`config.mk`:
```
export PLATFORM = sky130hd
export DESIGN_NAME = tcp_option_decoder
export DESIGN_NICKNAME = d
export VERILOG_FILES = /design/src/rtl/tcp_option_decoder.sv
export SDC_FILE = /design/constraint.sdc
export NUM_CORES = 1
export LEC_CHECK = 0
export ABC_CLOCK_PERIOD_IN_PS = 8800
export BUFFER_PORTS_ARGS = -buffer_cell sky130_fd_sc_hd__buf_4
export CAP_MARGIN = 0
export CORE_MARGIN = 5
export CORE_UTILIZATION = 59
export DETAILED_ROUTE_END_ITERATION = 10
export GPL_TIMING_DRIVEN = 0
export PLACE_DENSITY = 0.93
export SYNTH_ARGS = -nofsm -noshare
export SYNTH_HDL_FRONTEND = slang
export SYNTH_SLANG_ARGS = --single-unit
export TNS_END_PERCENT = 30
```
`constraint.sdc`:
```
create_clock -name clk -period 8.8 [get_ports clk]
set_clock_uncertainty 0.05 [all_clocks]
set_input_delay 0.88 -clock clk [delete_from_list [all_inputs] [get_ports clk]]
set_output_delay 0.88 -clock clk [all_outputs]
set_load 0.1 [all_outputs]
```
`src/rtl/tcp_option_decoder.sv`:
```
// Receive-side TCP option parser: byte-serial walk of the option area, extracting MSS, window scale, SACK-permitted, SACK blocks and timestamps.
// Latency: a word's bytes are consumed on the 4 edges after it is accepted; done is high in the cycle after the edge that consumes the last byte.
// Backpressure: data_ready is raised only when the word buffer holds at most one byte; data_valid low stalls parsing once the buffer drains.
//
// Ports:
//   clk, reset            clock, synchronous active-high reset
//   start, opt_words      begin a new option area of opt_words 32-bit words (0..10)
//   data_in/_valid/_ready option word handshake, byte 0 in [31:24]
//   option_av             bit k set when option kind k (k<=8) parsed validly
//   mss, scale_wnd        kind 2 / kind 3 values
//   sack_nbr, sack_n0..3  SACK block count and {left, right} edges
//   time_stp              kind 8 {TSval, TSecr}
//   done, error           end-of-area pulse; malformed area flag held until next start
module tcp_option_decoder (
    input  logic        clk,
    input  logic        reset,
    input  logic        start,
    input  logic [3:0]  opt_words,
    input  logic [31:0] data_in,
    input  logic        data_valid,
    output logic        data_ready,
    output logic [8:0]  option_av,
    output logic [15:0] mss,
    output logic [7:0]  scale_wnd,
    output logic [2:0]  sack_nbr,
    output logic [63:0] sack_n0,
    output logic [63:0] sack_n1,
    output logic [63:0] sack_n2,
    output logic [63:0] sack_n3,
    output logic [63:0] time_stp,
    output logic        done,
    output logic        error
);

    typedef enum logic [2:0] {IDLE, KIND, LEN, BODY, SKIP} state_t;

    state_t      state, state_next;
    logic [31:0] word_buf;
    logic [2:0]  byte_cnt;
    logic [3:0]  words_left;
    logic [7:0]  kind_q;
    logic [7:0]  body_cnt;
    logic [2:0]  sack_cnt;    // (L-2)/8 of the SACK option in flight
    logic [2:0]  sack_sub;    // byte position within the current SACK block
    logic [1:0]  sack_idx;
    logic [55:0] acc_q;
    logic [63:0] sack_q [4];

    logic [7:0]  cur_byte;
    logic [63:0] acc_next;
    logic        busy, byte_fire, word_fire, area_end, start_fire;
    logic [6:0]  bytes_rem;
    logic [7:0]  len_body;
    logic        kind_len_bad, len_bad;

    // control decoded by the next-state process
    logic        av_set, err_set, kind_ld, len_ld, body_step, body_last, done_set;
    logic [3:0]  av_idx;

    assign busy       = (state != IDLE);
    assign cur_byte   = word_buf[31:24];
    assign acc_next   = {acc_q, cur_byte};
    assign data_ready = busy && (words_left != 4'd0) && (byte_cnt <= 3'd1);
    assign word_fire  = data_valid && data_ready;
    assign byte_fire  = busy && (byte_cnt != 3'd0);
    assign start_fire = start && (state == IDLE);
    // the byte being consumed is the final byte of the whole area
    assign area_end   = byte_fire && (words_left == 4'd0) && (byte_cnt == 3'd1);

    // bytes left in the area after the current one; a word being accepted
    // this same cycle is still counted in words_left
    assign bytes_rem  = {1'b0, words_left, 2'b00} + {4'd0, byte_cnt} - 7'd1;
    assign len_body   = cur_byte - 8'd2;

    always_comb begin
        kind_len_bad = 1'b0;
        case (kind_q)
            8'd2:    kind_len_bad = (cur_byte != 8'd4);
            8'd3:    kind_len_bad = (cur_byte != 8'd3);
            8'd4:    kind_len_bad = (cur_byte != 8'd2);
            8'd5:    kind_len_bad = !((cur_byte == 8'd10) || (cur_byte == 8'd18) ||
                                      (cur_byte == 8'd26) || (cur_byte == 8'd34));
            8'd8:    kind_len_bad = (cur_byte != 8'd10);
            default: kind_len_bad = 1'b0;
        endcase
    end

    assign len_bad = (cur_byte < 8'd2) || (len_body > {1'b0, bytes_rem}) || kind_len_bad;

    always_ff @(posedge clk) begin
        if (reset) state <= IDLE;
        else       state <= state_next;
    end

    always_comb begin
        state_next = state;
        av_set     = 1'b0;
        av_idx     = kind_q[3:0];
        err_set    = 1'b0;
        kind_ld    = 1'b0;
        len_ld     = 1'b0;
        body_step  = 1'b0;
        body_last  = 1'b0;
        done_set   = 1'b0;
        case (state)
            IDLE: begin
                if (start) begin
                    done_set   = (opt_words == 4'd0);
                    state_next = (opt_words == 4'd0) ? IDLE : KIND;
                end
            end
            KIND: begin
                if (byte_fire) begin
                    if (cur_byte == 8'd0) begin
                        av_set     = 1'b1;
                        av_idx     = 4'd0;
                        state_next = SKIP;
                    end else if (cur_byte == 8'd1) begin
                        av_set = 1'b1;
                        av_idx = 4'd1;
                    end else begin
                        kind_ld    = 1'b1;
                        state_next = LEN;
                        // a kind byte with no room left for its length byte
                        err_set    = area_end;
                    end
                end
            end
            LEN: begin
                if (byte_fire) begin
                    if (len_bad) begin
                        err_set    = 1'b1;
                        state_next = SKIP;
                    end else if (cur_byte == 8'd2) begin
                        av_set     = (kind_q <= 8'd8);
                        state_next = KIND;
                    end else begin
                        len_ld     = 1'b1;
                        state_next = BODY;
                    end
                end
            end
            BODY: begin
                if (byte_fire) begin
                    body_step = 1'b1;
                    if (body_cnt == 8'd1) begin
                        body_last  = 1'b1;
                        av_set     = (kind_q <= 8'd8);
                        state_next = KIND;
                    end else begin
                        err_set = area_end;
                    end
                end
            end
            SKIP:    state_next = SKIP;
            default: state_next = IDLE;
        endcase
        if (area_end) begin
            done_set   = 1'b1;
            state_next = IDLE;
        end
    end

    always_ff @(posedge clk) begin
        if (reset) begin
            word_buf   <= '0;
            byte_cnt   <= '0;
            words_left <= '0;
            kind_q     <= '0;
            body_cnt   <= '0;
            sack_cnt   <= '0;
            sack_sub   <= '0;
            sack_idx   <= '0;
            acc_q      <= '0;
            option_av  <= '0;
            mss        <= '0;
            scale_wnd  <= '0;
            sack_nbr   <= '0;
            for (int i = 0; i < 4; i++) sack_q[i] <= '0;
            time_stp   <= '0;
            done       <= 1'b0;
            error      <= 1'b0;
        end else begin
            done <= done_set;
            if (start_fire) begin
                words_left <= opt_words;
                byte_cnt   <= '0;
                option_av  <= '0;
                mss        <= '0;
                scale_wnd  <= '0;
                sack_nbr   <= '0;
                for (int i = 0; i < 4; i++) sack_q[i] <= '0;
                time_stp   <= '0;
                error      <= 1'b0;
            end else begin
                if (word_fire) begin
                    word_buf   <= data_in;
                    byte_cnt   <= 3'd4;
                    words_left <= words_left - 4'd1;
                end else if (byte_fire) begin
                    word_buf   <= {word_buf[23:0], 8'h00};
                    byte_cnt   <= byte_cnt - 3'd1;
                end
                if (kind_ld) kind_q <= cur_byte;
                if (len_ld) begin
                    body_cnt <= len_body;
                    sack_cnt <= len_body[5:3];
                    sack_sub <= '0;
                    sack_idx <= '0;
                end
                if (body_step) begin
                    acc_q    <= acc_next[55:0];
                    body_cnt <= body_cnt - 8'd1;
                    if (kind_q == 8'd5) begin
                        sack_sub <= sack_sub + 3'd1;
                        if (sack_sub == 3'd7) begin
                            sack_q[sack_idx] <= acc_next;
                            sack_idx         <= sack_idx + 2'd1;
                        end
                    end
                end
                if (body_last) begin
                    case (kind_q)
                        8'd2:    mss       <= acc_next[15:0];
                        8'd3:    scale_wnd <= acc_next[7:0];
                        8'd5:    sack_nbr  <= sack_cnt;
                        8'd8:    time_stp  <= acc_next;
                        default: ;
                    endcase
                end
                if (av_set)  option_av <= option_av | (9'd1 << av_idx);
                if (err_set) error     <= 1'b1;
            end
        end
    end

    assign sack_n0 = sack_q[0];
    assign sack_n1 = sack_q[1];
    assign sack_n2 = sack_q[2];
    assign sack_n3 = sack_q[3];

endmodule

```
==> metrics <==
Core Box Area=0.0325 mm2; worst-margin pin slew=1.08 ns; Post-CTS Setup Bufs=0; number of global-route vias before repair=16,400; met1 usage=41.6%; Post-Syn Area=0.0194 mm2; Sink Count=480; Worst-path clk slew=0.06 ns; FP Rows=66; count leader, synth=nand2_1; vias per cell=6.26; global-route wire length before repair=98.4 mm; Die ar.=0.0365 mm2; Critical Path RT=8.91 ns; PD cells=326 mW/mm2; maxcap violations=0; dpl cell area=0.0229 mm2; Crit Path Class=reg -> reg; Root Driver=clkbuf_16; Net Count, Synth=1,848; number of nets in the layout=2,294; CTS Buf Count=46; cells after synthesis=1,778; # DRC=0; Top FF cell, synth=edfxtp_1; met3 Use GR=7.94%; die height=191 um; gpl congestion=0.975; Pleak=10.5 nW; CTS tree=yes; hpwl dp=44.3 mm; FMAX=230 MHz; hold buffers post-CTS=0; async set-reset flop share out of synthesis=0%; DRT iter0 DRCs=2,141; VDD IR max=230 uV; die width=191 um; yosys warns=0; sequential area share after synthesis=62.9%; share of layout cells above drive strength 1=23.4%; CP Max Fanout=64; initial antenna violation count=3; Final Critical Period=4.35 ns; Hold Crit Class=reg -> reg; synthesized flop and latch total=480; Slew Limit Fails=0; via count=16,900; largest net degree at the start of global routing=65; Fillers=1,943; Longest Clk Path Bufs=3; status=complete, no violations; RSZ-0062 raised after global routing=no; initial core utilization=59.7%; worst skew pair latency=0.56 ns; final setup violating endpoints=0; Layout area overhead=26.4%; EDFF count, synth=256; ANT nets after route=0; flop2flop setup slack=4.45 ns; period utilization=49.4%; IO Pins=399; aggregate global routing overflow=0; syn avg cell area=10.9 um2; Worst Setup End Kind=flip-flop; routed len/inst=24.7 um; top post-synthesis cells by count=335 x nand2_1, 261 x and3_1, 256 x edfxtp_1, 224 x dfxtp_1, 153 x a21oi_1; met2 Use GR=58.6%; WP data arrival=4.46 ns; drt first pass iters=8; Synth cell types=69; Synth top area share=39.7%; Port Buf Inserts=398; Gates resized, CTS repair=0; overall power=7.97 mW; GRT Max-Usage Layer=met2; Fin. Hold Viols=0; synth top area cells=edfxtp_1 40%, dfxtp_1 23%, and3_1 8.4%; CP Launch Type=flip-flop; top cell type by total area after synthesis=edfxtp_1; post-route cell area=0.0245 mm2; htree depth=2; Sum Neg Setup Slack=0 ns; GRT Util Overall=35.1%; Slew headroom=27.8%; routed wire length=66.9 mm
-- worst max-delay path, cell delays in order (launching register included) --
cell and delay [ns]:
dfxtp_1 0.43, inv_1 0.11, ha_1 0.20, nand2b_1 0.18, nand3_1 0.51, nor4_4 0.79
nand2_2 0.18, nor2_4 0.33, buf_2 0.32, a21o_4 0.74
-- routing by layer --
metal  wire [um]  part of all wire (%)
met3        7800                    12
met5          27                 0.040
met4        5230                   7.8
met2       32100                    48
met1       21800                    33
-- state kept, by name (all words and copies together) (netlist names) --
register / cells
sack_q: 256
option_av: 9
time_stp: 64
word_buf: 32
mss: 16
sack_nbr: 3
byte_cnt: 3
done: 1
acc_q: 56
sack_cnt: 3
body_cnt: 8
words_left: 4
kind_q: 8
error: 1
scale_wnd: 8
sack_sub: 3
state: 3
sack_idx: 2
-- final cells by class --
cell class	count	area, um2	area share [%]
diodes	1	2.50	0.0102
plain buffers	145	731	2.99
inverters	23	86.3	0.353
multi-input cells	1130	6410	26.2
well taps	442	553	2.26
clock buffers	55	1180	4.84
flip-flops and latches	480	12200	49.7
repair buffers	398	2990	12.2
clock inverters	30	345	1.41
-- cell families (layout without fill, tap and decap cells) --
family | count (synthesis) | in the layout | share of synthesized area, %
and+or+nand+nor | 793 | 793 | 20.3
DFF | 480 | 480 | 62.9
AOI/OAI and AO/OA | 261 | 261 | 8.35
buffers and inverters | 168 | 651 | 4.22
muxes | 34 | 34 | 1.76
adders and majority gates | 30 | 30 | 1.98
xor gates and xnor gates | 12 | 12 | 0.543
other | 0 | 1 | 0
-- through the flow --
step	hold slack [ns]	instances	worst slack [ns]	utilization, %
after global routing	0.432	2703	4.22	75.4
after CTS	0.408	2703	4.52	75.4
after global placement	0.392	2618	3.30	70.6
after detailed placement	0.400	2618	4.55	70.7
after floorplan	0.376	1778	4.94	-
final	0.408	2704	4.45	75.4
-- worst paths after layout --
path,startpoint,end,cells after the start
min reg2reg,time_stp[61],time_stp[61],2
min,time_stp[61],time_stp[61],2
max reg2reg,byte_cnt[1],sack_q[3][11],9
max,byte_cnt[1],sack_q[3][11],9
-- cell usage in the layout, fill, tap and decap left out, types with 33 or more instances in the layout --
cell type / instances
nand2_1: 335
mux2i_1: 33
clkbuf_16: 46
dfxtp_1: 224
nor2_1: 86
clkbuf_1: 113
and3_1: 261
edfxtp_1: 256
a21oi_1: 153
buf_4: 401
-- report_power, final --
part           internal, mW  switching (mW)  total (mW)
Combinational         0.581            2.50        3.08
Clock                  1.17           0.867        2.04
Sequential             2.70           0.147        2.84
(Power assumes the default switching activity.)
